$ cat src/rtl/uart_tx_mmio.sv
// uart_tx_mmio
//   Memory-mapped UART transmitter. CPU stores land in a FIFO as either a
//   full data word (sent as bytes, most significant byte first) or a single
//   byte. Each byte is sent as one UART frame: start bit, 8 data bits
//   LSB-first, optional even parity bit, one stop bit. Consecutive frames
//   run back to back with no idle gap between them.
//
//   Build option: define UART_TX_MMIO_PARITY_EN to insert an even-parity
//   bit after the data bits. In that build STATUS bit 4 reads 1.
//
//   Ports
//     clk        system clock, rising edge
//     reset      synchronous, active-high reset
//     we         store strobe, one cycle per store
//     address    byte address of the store or read
//     dataIn     store data
//     readData   combinational read of the register at address
//     serial     UART TX line, idles high
//     fifo_full  FIFO holds 2**FIFO_AW entries
//     tx_idle    FIFO empty and nothing pending or in flight
//
//   Register map (offsets from BASE_ADDR)
//     0x0 TXWORD  write: queue dataIn as a word
//     0x4 TXBYTE  write: queue dataIn[7:0] as a single byte
//     0x8 STATUS  read : {16'b0, level[7:0], 3'b0, parity_build,
//                         overflow, tx_active, full, empty}
//                 write: clears overflow
//
//   state  | meaning
//   IDLE   | line high, waiting for a pending byte
//   START  | start bit (low)
//   DATA   | 8 data bits, LSB first
//   PARITY | even parity bit (parity build only)
//   STOP   | stop bit (high); chains straight into START if a byte waits

module uart_tx_mmio #(
    parameter int          DATA_W       = 32,
    parameter int          FIFO_AW      = 4,
    parameter int          CLKS_PER_BIT = 868,
    parameter logic [31:0] BASE_ADDR    = 32'h0000_7000
) (
    input  logic              clk,
    input  logic              reset,
    input  logic              we,
    input  logic [31:0]       address,
    input  logic [DATA_W-1:0] dataIn,
    output logic [31:0]       readData,
    output logic              serial,
    output logic              fifo_full,
    output logic              tx_idle
);

    localparam int BPW   = DATA_W / 8;
    localparam int DEPTH = 1 << FIFO_AW;
    localparam int IDX_W = (BPW > 1) ? $clog2(BPW) : 1;
    localparam int CNT_W = $clog2(CLKS_PER_BIT);
    localparam logic [CNT_W-1:0] BAUD_RELOAD = CNT_W'(CLKS_PER_BIT - 1);

`ifdef UART_TX_MMIO_PARITY_EN
    localparam logic PARITY_EN = 1'b1;
    typedef enum logic [2:0] {S_IDLE, S_START, S_DATA, S_PARITY, S_STOP} state_t;
`else
    localparam logic PARITY_EN = 1'b0;
    typedef enum logic [2:0] {S_IDLE, S_START, S_DATA, S_STOP} state_t;
`endif

    // ---------------- register decode ----------------
    logic w_wr_word, w_wr_byte, w_wr_status, w_push_req;
    assign w_wr_word   = we && (address == BASE_ADDR);
    assign w_wr_byte   = we && (address == BASE_ADDR + 32'h4);
    assign w_wr_status = we && (address == BASE_ADDR + 32'h8);
    assign w_push_req  = w_wr_word || w_wr_byte;

    // ---------------- FIFO ----------------
    // Entry layout: {is_byte, data}
    logic [DATA_W:0]    r_mem [DEPTH];
    logic [FIFO_AW-1:0] r_wr_ptr, r_rd_ptr;
    logic [FIFO_AW:0]   r_level;
    logic               r_overflow;
    logic               w_empty, w_full, w_push, w_pop;
    logic [DATA_W:0]    w_head;

    logic               r_word_vld;

    assign w_empty = (r_level == '0);
    assign w_full  = (r_level == (FIFO_AW+1)'(DEPTH));
    // A store that meets a full FIFO is dropped even if a pop frees a slot
    // on the same edge.
    assign w_push  = w_push_req && !w_full;
    assign w_pop   = !r_word_vld && !w_empty;
    assign w_head  = r_mem[r_rd_ptr];

    always_ff @(posedge clk) begin
        if (w_push) begin
            r_mem[r_wr_ptr] <= {w_wr_byte, dataIn};
        end
    end

    always_ff @(posedge clk) begin
        if (reset) begin
            r_wr_ptr   <= '0;
            r_rd_ptr   <= '0;
            r_level    <= '0;
            r_overflow <= 1'b0;
        end else begin
            if (w_push) r_wr_ptr <= r_wr_ptr + 1'b1;
            if (w_pop)  r_rd_ptr <= r_rd_ptr + 1'b1;
            if (w_push && !w_pop)      r_level <= r_level + 1'b1;
            else if (!w_push && w_pop) r_level <= r_level - 1'b1;
            if (w_wr_status)                r_overflow <= 1'b0;
            else if (w_push_req && w_full)  r_overflow <= 1'b1;
        end
    end

    // ---------------- byte sequencer ----------------
    // word_reg holds one popped entry; bytes are handed one at a time into a
    // single pending-byte slot that the transmitter drains.
    logic [DATA_W-1:0] r_word_data;
    logic              r_word_is_byte;
    logic [IDX_W-1:0]  r_idx;
    logic              r_pend_vld;
    logic [7:0]        r_pend_byte;
    logic              w_handoff, w_last, w_take;
    logic [7:0]        w_cur_byte;

    assign w_handoff  = r_word_vld && !r_pend_vld;
    assign w_last     = r_word_is_byte || (r_idx == '0);
    assign w_cur_byte = r_word_is_byte ? r_word_data[7:0]
                                       : 8'(r_word_data >> {r_idx, 3'b000});

    always_ff @(posedge clk) begin
        if (reset) begin
            r_word_vld     <= 1'b0;
            r_word_data    <= '0;
            r_word_is_byte <= 1'b0;
            r_idx          <= '0;
            r_pend_vld     <= 1'b0;
            r_pend_byte    <= '0;
        end else begin
            if (w_pop) begin
                r_word_vld     <= 1'b1;
                r_word_data    <= w_head[DATA_W-1:0];
                r_word_is_byte <= w_head[DATA_W];
                r_idx          <= IDX_W'(BPW - 1);
            end else if (w_handoff) begin
                if (w_last) r_word_vld <= 1'b0;
                else        r_idx      <= r_idx - 1'b1;
            end
            if (w_handoff) begin
                r_pend_vld  <= 1'b1;
                r_pend_byte <= w_cur_byte;
            end else if (w_take) begin
                r_pend_vld  <= 1'b0;
            end
        end
    end

    // ---------------- TX FSM ----------------
    state_t           r_state, w_state_nxt;
    logic [CNT_W-1:0] r_baud;
    logic [2:0]       r_bit;
    logic [7:0]       r_shift;
    logic             r_par;
    logic             w_bit_end;

    assign w_bit_end = (r_baud == '0);

    always_comb begin
        w_state_nxt = r_state;
        w_take      = 1'b0;
        case (r_state)
            S_IDLE: begin
                if (r_pend_vld) begin
                    w_state_nxt = S_START;
                    w_take      = 1'b1;
                end
            end
            S_START: if (w_bit_end) w_state_nxt = S_DATA;
            S_DATA: begin
                if (w_bit_end && (r_bit == 3'd7)) begin
`ifdef UART_TX_MMIO_PARITY_EN
                    w_state_nxt = S_PARITY;
`else
                    w_state_nxt = S_STOP;
`endif
                end
            end
`ifdef UART_TX_MMIO_PARITY_EN
            S_PARITY: if (w_bit_end) w_state_nxt = S_STOP;
`endif
            S_STOP: begin
                if (w_bit_end) begin
                    if (r_pend_vld) begin
                        w_state_nxt = S_START;
                        w_take      = 1'b1;
                    end else begin
                        w_state_nxt = S_IDLE;
                    end
                end
            end
            default: w_state_nxt = S_IDLE;
        endcase
    end

    always_ff @(posedge clk) begin
        if (reset) begin
            r_state <= S_IDLE;
            r_baud  <= BAUD_RELOAD;
            r_bit   <= '0;
            r_shift <= '0;
            r_par   <= 1'b0;
        end else begin
            r_state <= w_state_nxt;
            // Baud counter is held at reload while idle, so every state entry
            // starts a fresh full bit period.
            if (r_state == S_IDLE || w_bit_end) r_baud <= BAUD_RELOAD;
            else                                r_baud <= r_baud - 1'b1;
            if (w_state_nxt != r_state)             r_bit <= '0;
            else if (r_state == S_DATA && w_bit_end) r_bit <= r_bit + 1'b1;
            if (w_take) begin
                r_shift <= r_pend_byte;
                r_par   <= ^r_pend_byte;
            end else if (r_state == S_DATA && w_bit_end) begin
                r_shift <= r_shift >> 1;
            end
        end
    end

    always_comb begin
        serial = 1'b1;
        case (r_state)
            S_START:  serial = 1'b0;
            S_DATA:   serial = r_shift[0];
`ifdef UART_TX_MMIO_PARITY_EN
            S_PARITY: serial = r_par;
`endif
            default:  serial = 1'b1;
        endcase
    end

    // ---------------- status / outputs ----------------
    logic       w_tx_active;
    logic [7:0] w_level8;

    // The pending-byte slot counts as part of word_reg for activity.
    assign w_tx_active = r_word_vld || r_pend_vld || (r_state != S_IDLE);
    assign w_level8    = 8'(r_level);
    assign fifo_full   = w_full;
    assign tx_idle     = w_empty && !w_tx_active;

    always_comb begin
        readData = '0;
        if (address == BASE_ADDR + 32'h8) begin
            readData = {16'b0, w_level8, 3'b0, PARITY_EN,
                        r_overflow, w_tx_active, w_full, w_empty};
        end
    end

endmodule

$ cat config.mk
export PLATFORM = sky130hd
export DESIGN_NAME = uart_tx_mmio
export DESIGN_NICKNAME = d
export VERILOG_FILES = /design/src/rtl/uart_tx_mmio.sv
export SDC_FILE = /design/constraint.sdc
export NUM_CORES = 1
export LEC_CHECK = 0
export BUFFER_PORTS_ARGS = -buffer_cell sky130_fd_sc_hd__buf_2
export CORE_MARGIN = 3
export CORE_UTILIZATION = 55
export CTS_CLUSTER_DIAMETER = 100
export CTS_CLUSTER_SIZE = 8
export DETAILED_ROUTE_END_ITERATION = 16
export PLACE_DENSITY = 0.76
export SETUP_SLACK_MARGIN = 0.5
export SLEW_MARGIN = 20
export SYNTH_ARGS = -nofsm -noshare
export SYNTH_HDL_FRONTEND = slang
export SYNTH_SLANG_ARGS = --single-unit
$ cat constraint.sdc
create_clock -name clk -period 4.3 [get_ports clk]
set_clock_uncertainty 0.2 [all_clocks]
set_input_delay 0.215 -clock clk [delete_from_list [all_inputs] [get_ports clk]]
set_output_delay 0.215 -clock clk [all_outputs]
set_load 0.01 [all_outputs]
==> metrics.yaml <==
start_util: 0.564
ys_seq_area_frac: 0.730
dr.pass1.iters: 5
gr-usage-met2: 0.370
final_cell_mix: "edfxtp_1, mux2i_1, clkbuf_16"
synth_top_family_by_area: "multiplexers"
area_growth_pct: 16.2
rsz0062_at_grt: "no"
ys_ff_latch: 611
cts-root-buf: "clkbuf_16"
grt_pass1_vias: 14000
worstReg2RegStart: "r_level[0]"
grt_use_met3: 0.0518
fp.dieH_um: 215
startpoint_type: "flip-flop"
grt_pass1_wl_um: 82000
setup_viol: 0
layout_commonest_cell: "edfxtp_1"
htree_levels: 3
setup-tns-final_ns: 0
max_freq_ghz: 0.299
drive_above_1_share: 0.183
core.rowCount: 75
synth_cells: 1414
synth-compound-area-share: 0.0578
die-area_mm2: 0.0462
drcViolationCount: 0
hp-class: "in2reg"
hpwl_um: 30200
antenna_found_initial: 0
stdcell_area_mm2: 0.0279
place_area_mm2: 0.0250
ant_nets: 0
ir_drop_mv: 0.344
clock_path_buffers: 3
syn_area_mm2: 0.0240
busiest_layer: "met2"
synth_mux_area_frac: 0.121
ys_dominant_reg_cell: "edfxtp_1"
grtUsageTotal: 0.231
relSlewSlack: 0.400
grt_max_degree: 57
numCtsBuffers: 86
num_antenna_cells: 0
synthAdderAreaFrac: 0.00761
gp_congestion: 0.820
crit_start: "r_level[0]"
critPathArrivalTime_ns: 3.66
fin_nets: 1654
synthSimpleGateAreaFrac: 0.0520
cts_resized: 0
cts_tree: "built"
fin_cells: 2223
drt-initial-drc-count: 1300
crit_type: "reg2reg"
p_leak_nw: 8.96
synthArstFlopShare: 0
fin_crit_ns: 3.35
cp-end-kind: "flip-flop"
wl_um: 53200
drv_slew: 0
yosys.cell_types.count: 52
vias: 13500
period_share: 0.778
fillers: 2810
coreArea_mm2: 0.0425
die_x_um: 215
drv_cap: 0
clock-sinks: 611
status: "completed"
synth-xor-area-share: 0.00657
wl_per_cell_um: 23.9
clk_latency_ns: 0.60
io_pins: 102
total_power_mw: 16.4
required_ns: 4.61
synth-warning-count: 0
grtUsageMet1: 0.314
io_buffers: 78
power_density_mw_per_mm2: 589
crit_fanout: 15
final-hold-violation-count: 0
post_drt_via_cell_ratio: 6.07
synth_edf_count: 528
clkTransAtPathRegs_ns: 0.05
worst_slew_pin_slew_ns: 0.899
synth_area_per_cell_um2: 17.0
min_from: "address[25]"
overflow: 0
placedCellCount: 2027
-- worst max-delay path, stage by stage, from the launching register on --
cell and delay, ns:
dfxtp_1 0.45, nor4_2 0.12, and2_1 0.28, nor3_4 0.52, ha_1 0.28, inv_1 0.11
fa_1 0.41, a21o_1 0.18, a21oi_1 0.18, xnor2_1 0.09, or3_1 0.31, a21oi_1 0.13
-- final cells by class --
class	instances	area, µm²	area share
inverters	11	41.3	0.00148
multi-input cells	713	5990	0.215
flip-flops and latches	611	17500	0.628
well taps	577	722	0.0259
clock buffers	154	2430	0.0871
clock inverters	7	97.6	0.00350
repair buffers	150	1080	0.0388
-- where the power goes --
group	switching [mW]	leakage, nW	internal (mW)
clock	2.42	1.19	3.81
combinational	1.72	2.37	1.37
sequential	0.410	5.40	6.70
total	4.55	8.96	11.9
-- kinds of logic (layout without fill, tap and decap cells) --
kind of cell               Yosys count  count (layout)
AOI/OAI and AO/OA                  205             205
xor gates and xnor gates            18              18
adders and majority gates           14              14
buffers and inverters              113             322
DFF                                611             611
muxes                              216             216
other                                1              24
and+or+nand+nor                    236             236
-- per-layer routing --
layer	wire (µm)	vias to the layer above
li1	-	5920
met1	21600	6842
met2	25700	649
met3	4520	93
met4	1370	0
met5	0	-
-- sequential cells by signal (all words and copies together) (netlist names), 2 cells and up --
signal / cells
r_mem: 528
r_word_data: 32
r_baud: 10
r_pend_byte: 8
r_shift: 8
r_level: 5
r_rd_ptr: 4
r_wr_ptr: 4
r_bit: 3
r_state: 3
r_idx: 2
-- cells in the mapped netlist, types with 33 or more instances --
master / instances / area (µm²)
nor3_1: 33 / 165
edfxtp_1: 528 / 15900
mux2i_1: 157 / 1570
buf_2: 33 / 165
a21oi_1: 36 / 180
dfxtp_1: 83 / 1660
nor2_1: 72 / 270
a22oi_1: 47 / 353
mux4_2: 59 / 1330
nand2_1: 36 / 135
buf_4: 33 / 248
o22ai_1: 52 / 325
-- what timing repair did --
| item | CTS | global route |
|---|---|---|
| hold buffers | 35 | 0 |
| hold endpoints to repair | 519 | 0 |
| setup endpoints to repair | 0 | 0 |
| setup buffers | 0 | 0 |
-- stage by stage --
stage	setup slack [ns]	util	hold slack, ns
3_5_place_dp	0.758	0.588	0.215
3_3_place_gp	0.854	0.588	0.192
2_1_floorplan	1.25	-	0.112
6_report	0.954	0.656	0.120
4_1_cts	0.959	0.656	0.0974
5_1_grt	0.722	0.656	0.151
-- worst paths after layout --
kind / endpoint / slack (ns) / cells past startpoint
setup / recovery: r_level[4] / 0.95 / 11
hold / removal: r_wr_ptr[0] / 0.12 / 6
setup reg to reg: r_level[4] / 0.95 / 11
hold reg to reg: r_baud[0] / 0.22 / 1
Power figures use the tool's default switching activity.
